===== src/rtl/psg_write_sequencer.sv =====
// Purpose: queues internal-master PSG register writes and replays each as select/latch/write/restore phases on the TurboSound bus.
// Latency: a sequence starts the clock after the FIFO goes non-empty with the CPU idle; 4*(HOLD+1) owned clocks per entry (2*(HOLD+1) when a select is skipped).
// Backpressure: push_ready drops when the FIFO is full; CPU PSG cycles are stalled through cpu_wait while a sequence is running.
// Optional feature: define PSGSEQ_SKIP_SELECT_EN to skip the select and restore phases when the entry targets the chip already selected.
module psg_write_sequencer #(
    parameter int DEPTH = 16,
    parameter int HOLD  = 2
) (
    input  logic                     clock,
    input  logic                     reset,
    input  logic                     push_valid,
    output logic                     push_ready,
    input  logic                     push_chip,
    input  logic [3:0]               push_reg,
    input  logic [7:0]               push_data,
    input  logic                     cpu_busy,
    input  logic                     cur_sel,
    output logic                     own,
    output logic                     bus_bdir,
    output logic                     bus_bc1,
    output logic [7:0]               bus_d,
    output logic                     cpu_wait,
    output logic [$clog2(DEPTH):0]   level
);

    localparam int AW = $clog2(DEPTH);
    localparam int CW = (HOLD < 2) ? 1 : $clog2(HOLD + 1);
    localparam logic [CW-1:0] HOLD_C = CW'(HOLD);
    localparam logic [AW:0]   FULL_C = (AW + 1)'(DEPTH);

    typedef enum logic [2:0] {
        S_IDLE,
        S_SEL,
        S_ADDR,
        S_DATA,
        S_RST
    } state_t;

    // FIFO storage and pointers; entry layout is {chip, reg, data}
    logic [12:0]   mem [DEPTH];
    logic [AW-1:0] wr_ptr_q, wr_ptr_d;
    logic [AW-1:0] rd_ptr_q, rd_ptr_d;
    logic [AW:0]   count_q, count_d;
    logic [12:0]   head;
    logic          push_fire;
    logic          pop_fire;

    // Sequencer state and holding registers for the entry being replayed
    state_t        state_q, state_d;
    logic [CW-1:0] cnt_q, cnt_d;
    logic          chip_q, chip_d;
    logic [3:0]    reg_q, reg_d;
    logic [7:0]    data_q, data_d;
    logic          saved_sel_q, saved_sel_d;
    logic          skip_q, skip_d;
    logic          skip_start;

    // Registered bus outputs
    logic          own_q, own_d;
    logic          bdir_q, bdir_d;
    logic          bc1_q, bc1_d;
    logic [7:0]    dout_q, dout_d;
    logic          strobe;

    assign head       = mem[rd_ptr_q];
    assign push_ready = (count_q != FULL_C);
    assign push_fire  = push_valid && push_ready;
    assign level      = count_q;
    assign own        = own_q;
    assign bus_bdir   = bdir_q;
    assign bus_bc1    = bc1_q;
    assign bus_d      = dout_q;
    assign cpu_wait   = cpu_busy && (state_q != S_IDLE);

`ifdef PSGSEQ_SKIP_SELECT_EN
    // Entry already targets the selected chip: no need to reselect or restore
    assign skip_start = (head[12] == cur_sel);
`else
    assign skip_start = 1'b0;
`endif

    // FIFO pointer and occupancy update; simultaneous push and pop leave the count alone
    always_comb begin
        wr_ptr_d = wr_ptr_q + AW'(push_fire);
        rd_ptr_d = rd_ptr_q + AW'(pop_fire);
        count_d  = count_q;
        case ({push_fire, pop_fire})
            2'b10:   count_d = count_q + 1'b1;
            2'b01:   count_d = count_q - 1'b1;
            default: count_d = count_q;
        endcase
    end

    // Phase sequencing: each phase is HOLD strobe clocks followed by one gap clock
    always_comb begin
        state_d     = state_q;
        cnt_d       = cnt_q;
        chip_d      = chip_q;
        reg_d       = reg_q;
        data_d      = data_q;
        saved_sel_d = saved_sel_q;
        skip_d      = skip_q;
        pop_fire    = 1'b0;
        case (state_q)
            S_IDLE: begin
                // CPU has priority while the bus is idle
                if ((count_q != '0) && !cpu_busy) begin
                    pop_fire    = 1'b1;
                    chip_d      = head[12];
                    reg_d       = head[11:8];
                    data_d      = head[7:0];
                    saved_sel_d = cur_sel;
                    skip_d      = skip_start;
                    cnt_d       = '0;
                    state_d     = skip_start ? S_ADDR : S_SEL;
                end
            end
            default: begin
                if (cnt_q == HOLD_C) begin
                    cnt_d = '0;
                    case (state_q)
                        S_SEL:   state_d = S_ADDR;
                        S_ADDR:  state_d = S_DATA;
                        S_DATA:  state_d = skip_q ? S_IDLE : S_RST;
                        default: state_d = S_IDLE;
                    endcase
                end else begin
                    cnt_d = cnt_q + 1'b1;
                end
            end
        endcase
    end

    // Bus outputs decoded from the next state so they can be registered
    always_comb begin
        own_d  = (state_d != S_IDLE);
        strobe = own_d && (cnt_d != HOLD_C);
        bdir_d = strobe;
        bc1_d  = strobe && (state_d != S_DATA);
        case (state_d)
            S_SEL:   dout_d = {7'h7F, ~chip_d};
            S_ADDR:  dout_d = {4'h0, reg_d};
            S_DATA:  dout_d = data_d;
            S_RST:   dout_d = {7'h7F, ~saved_sel_d};
            default: dout_d = 8'h00;
        endcase
    end

    // FIFO data array; contents need no reset because occupancy gates every read
    always_ff @(posedge clock) begin
        if (push_fire) begin
            mem[wr_ptr_q] <= {push_chip, push_reg, push_data};
        end
    end

    // FIFO pointers; reset drops every queued entry
    always_ff @(posedge clock or posedge reset) begin
        if (reset) begin
            wr_ptr_q <= '0;
            rd_ptr_q <= '0;
            count_q  <= '0;
        end else begin
            wr_ptr_q <= wr_ptr_d;
            rd_ptr_q <= rd_ptr_d;
            count_q  <= count_d;
        end
    end

    // FSM, holding registers and registered bus outputs; reset aborts without restoring select
    always_ff @(posedge clock or posedge reset) begin
        if (reset) begin
            state_q     <= S_IDLE;
            cnt_q       <= '0;
            chip_q      <= 1'b0;
            reg_q       <= 4'h0;
            data_q      <= 8'h00;
            saved_sel_q <= 1'b0;
            skip_q      <= 1'b0;
            own_q       <= 1'b0;
            bdir_q      <= 1'b0;
            bc1_q       <= 1'b0;
            dout_q      <= 8'h00;
        end else begin
            state_q     <= state_d;
            cnt_q       <= cnt_d;
            chip_q      <= chip_d;
            reg_q       <= reg_d;
            data_q      <= data_d;
            saved_sel_q <= saved_sel_d;
            skip_q      <= skip_d;
            own_q       <= own_d;
            bdir_q      <= bdir_d;
            bc1_q       <= bc1_d;
            dout_q      <= dout_d;
        end
    end

endmodule


===== config.mk =====
export PLATFORM = sky130hd
export DESIGN_NAME = psg_write_sequencer
export DESIGN_NICKNAME = d
export VERILOG_FILES = /design/src/rtl/psg_write_sequencer.sv
export SDC_FILE = /design/constraint.sdc
export NUM_CORES = 1
export LEC_CHECK = 0
export CORE_UTILIZATION = 35
export DETAILED_ROUTE_END_ITERATION = 10
export GPL_TIMING_DRIVEN = 0
export SLEW_MARGIN = 20
export SYNTH_ARGS = -nofsm -noshare
export SYNTH_HDL_FRONTEND = slang
export SYNTH_SLANG_ARGS = --single-unit

===== constraint.sdc =====
create_clock -name clock -period 7.9 [get_ports clock]
set_input_delay 2.37 -clock clock [delete_from_list [all_inputs] [get_ports clock]]
set_output_delay 2.37 -clock clock [all_outputs]
set_load 0.02 [all_outputs]

==> results.toml <==
[run_status]
status = "finished, final reports clean"

[synthesis]
synthTopCellsByArea = "edfxtp_1 63%, dfrtp_1 11%, mux4_2 11%, mux2i_1 3.1%, nand2_1 1.0%"
avgSynthCellArea_um2 = 18.7
synth_edf_count = 208
syn_inst = 533
syn-cell-area_um2 = 9980
synth_cell_types = 54
ys_seq_area_frac = 0.733
synth_fp_nets = 558
synth_seq_cells = 251
synthArstFlopShare = 0.171
synth_most_common_cell = "edfxtp_1"
synth.top_cell.area_share = 0.626
synth_common_cells = "208 x edfxtp_1, 47 x mux4_2, 43 x dfrtp_1"
yosys_warnings = 0
synthFlopType = "edfxtp_1"
synth_top_cell_by_area = "edfxtp_1"

[global_routing]
grt-ovfl-total = 0
grt_max_degree = 25
grt.total_usage = 0.160
grt_pass1_vias = 5529
antenna_found_initial = 0
grt_pass1_wl_um = 33700

[setup_path]
crit_type = "in2out"
reg2reg_from = "level[1]$_DFFE_PP0P_"
r2r_cells = 14
cp_data_arrival_time_ns = 3.57
r2r_slack_ns = 4.85
r2r_end = "level[4]$_DFFE_PP0P_"
path_max_fanout = 2
crit_path_end_kind = "primary output"
crit_start = "cpu_busy"
startpoint_type = "primary input"
worstPathRequired_ns = 5.53
endpoint = "cpu_wait"

[floorplanning]
die_area_um2 = 29200
initial_core_util = 0.357
die_y_um = 171
num_rows = 61
io_pins = 36
die_width_um = 171
coreArea_um2 = 27900

[placed_design]
place_area_um2 = 11100
dp_hpwl_um = 15500
place.port_buffers = 35
place.gp.congestion = 0.789
place_ws_ns = 1.95

[clocking]
hold_buffers = 0
cts.repair.resized = 0
postCtsSetupBuffers = 0
insertion_delay_ns = 0.52
root_buffer = "clkbuf_16"
cts_tree = "done"
ctsHtreeMaxLevel = 1
clk_pin_slew_ns = 0.06
clock-sinks = 251
cts_buffers = 26
cts_buffer_depth = 3

[cells_and_area]
stdcell_area_um2 = 12000
layout-drive-gt1-share = 0.237
syn_to_final_growth_pct = 20.1
nets = 642
diodes = 0

[route]
ant_nets = 0
drc = 0
wirelength_um = 22500
num_vias = 5308
routedWlPerCell_um = 22.1
drtIter0Drc = 520
viasPerCell = 5.23
drt_pass1_iterations = 5

[timing]
fin_ws_ns = 1.96
finalHoldViolCount = 0
clock_skew_ns = 0.00928
clock.fmax_mhz = 168
grt_setup_unrepaired = "no"
period_share = 0.753
setup_tns_ns = 0
maxSlewViolCount = 0
finalSetupViolations = 0
tightest_slew_ns = 0.993
relSlewSlack = 0.338
period_minus_slack_ns = 5.94

[hold_path]
hold_class = "reg2reg"

[power]
power.leakage_nw = 4.10
powerDensity_nw_per_um2 = 371
peakVddDrop_mv = 0.179

[flow_run]
maxCapViolCount = 0
==> registers in the layout, indices dropped and copies added, names as in the netlist <==
register and flops:
bus_d 8, reg_q 4, data_q 8, cnt_q 2, level 5, bus_bdir 1
state_q 3, rd_ptr_q 4, chip_q 1, saved_sel_q 1, mem 208, own 1
bus_bc1 1, wr_ptr_q 4
==> per-stage QoR <==
stage / cells / util / hold slack [ns] / power (mW)
floorplan: 533 / - / 0.449 / 2.72
CTS: 1015 / 0.429 / 0.492 / 4.48
detailed placement: 967 / 0.398 / 0.478 / 3.25
finish: 1015 / 0.429 / 0.498 / 4.45
global placement: 946 / 0.387 / 0.480 / 3.16
global route: 1015 / 0.429 / 0.526 / 4.64
==> worst min path at each step <==
stage | start | end | depth (start not counted)
3_3_place_gp | data_q[2]$_DFF_PP0_ | data_q[2]$_DFF_PP0_ | 2
2_1_floorplan | data_q[3]$_DFF_PP0_ | data_q[3]$_DFF_PP0_ | 2
6_report | rd_ptr_q[1]$_DFF_PP0_ | rd_ptr_q[1]$_DFF_PP0_ | 1
4_1_cts | data_q[3]$_DFF_PP0_ | data_q[3]$_DFF_PP0_ | 2
3_5_place_dp | data_q[0]$_DFF_PP0_ | bus_d[0]$_DFF_PP0_ | 1
5_1_grt | rd_ptr_q[1]$_DFF_PP0_ | rd_ptr_q[1]$_DFF_PP0_ | 1
==> cell type report <==
class | instances | area (µm²)
clock inverters | 12 | 133
flip-flops and latches | 251 | 7320
clock buffers | 36 | 739
well taps | 378 | 473
repair buffers | 56 | 611
fillers | 2463 | 15900
multi-input cells | 248 | 2540
plain buffers | 29 | 150
inverters | 5 | 26.3
==> power breakdown <==
part           internal [mW]  total [mW]  switching, mW
Combinational          0.638        1.46          0.819
Sequential              1.66        1.77          0.106
Clock                  0.749        1.23          0.478
Total                   3.05        4.45           1.40
==> layout by cell type, fill, tap and decap left out, types with 6 or more instances in the layout <==
master / netlist / routed
xor2_1: 7 / 7
mux2i_1: 31 / 31
a21oi_1: 6 / 6
mux4_2: 47 / 47
clkbuf_16: 0 / 27
clkbuf_1: 12 / 18
clkdlybuf4s50_1: 0 / 35
buf_8: 1 / 9
nor2_2: 0 / 12
a21o_1: 6 / 6
edfxtp_1: 208 / 208
ha_1: 7 / 7
nand2_1: 27 / 27
dfrtp_1: 43 / 43
nor2_1: 27 / 15
buf_6: 0 / 8
buf_2: 9 / 9
o221ai_1: 10 / 10
nand3_1: 8 / 8
buf_4: 5 / 9
==> critical path: stages <==
cell and delay [ns]:
clkdlybuf4s50_1 0.48, nor2b_1 0.12, clkdlybuf4s50_1 0.60
==> metal layers <==
metal	vias to the layer above	share of wire	global-route usage
met3	35	0.057	0.0206
met1	2777	0.43	0.214
met4	0	0.020	0.0446
li1	2305	-	-
met5	-	0	0
met2	191	0.49	0.272
==> cells by family (layout without fill, tap and decap cells) <==
group / after synthesis / in the layout / synth area share
multiplexers: 81 / 81 / 0.140
XOR/XNOR: 12 / 12 / 0.0105
buffers and inverters: 34 / 138 / 0.0177
AO/OA/AOI/OAI: 51 / 51 / 0.0400
adder cells (fa/ha/maj): 7 / 7 / 0.00877
AND/OR/NAND/NOR: 97 / 97 / 0.0491
flip-flops: 251 / 251 / 0.733
Power figures use the tool's default switching activity.
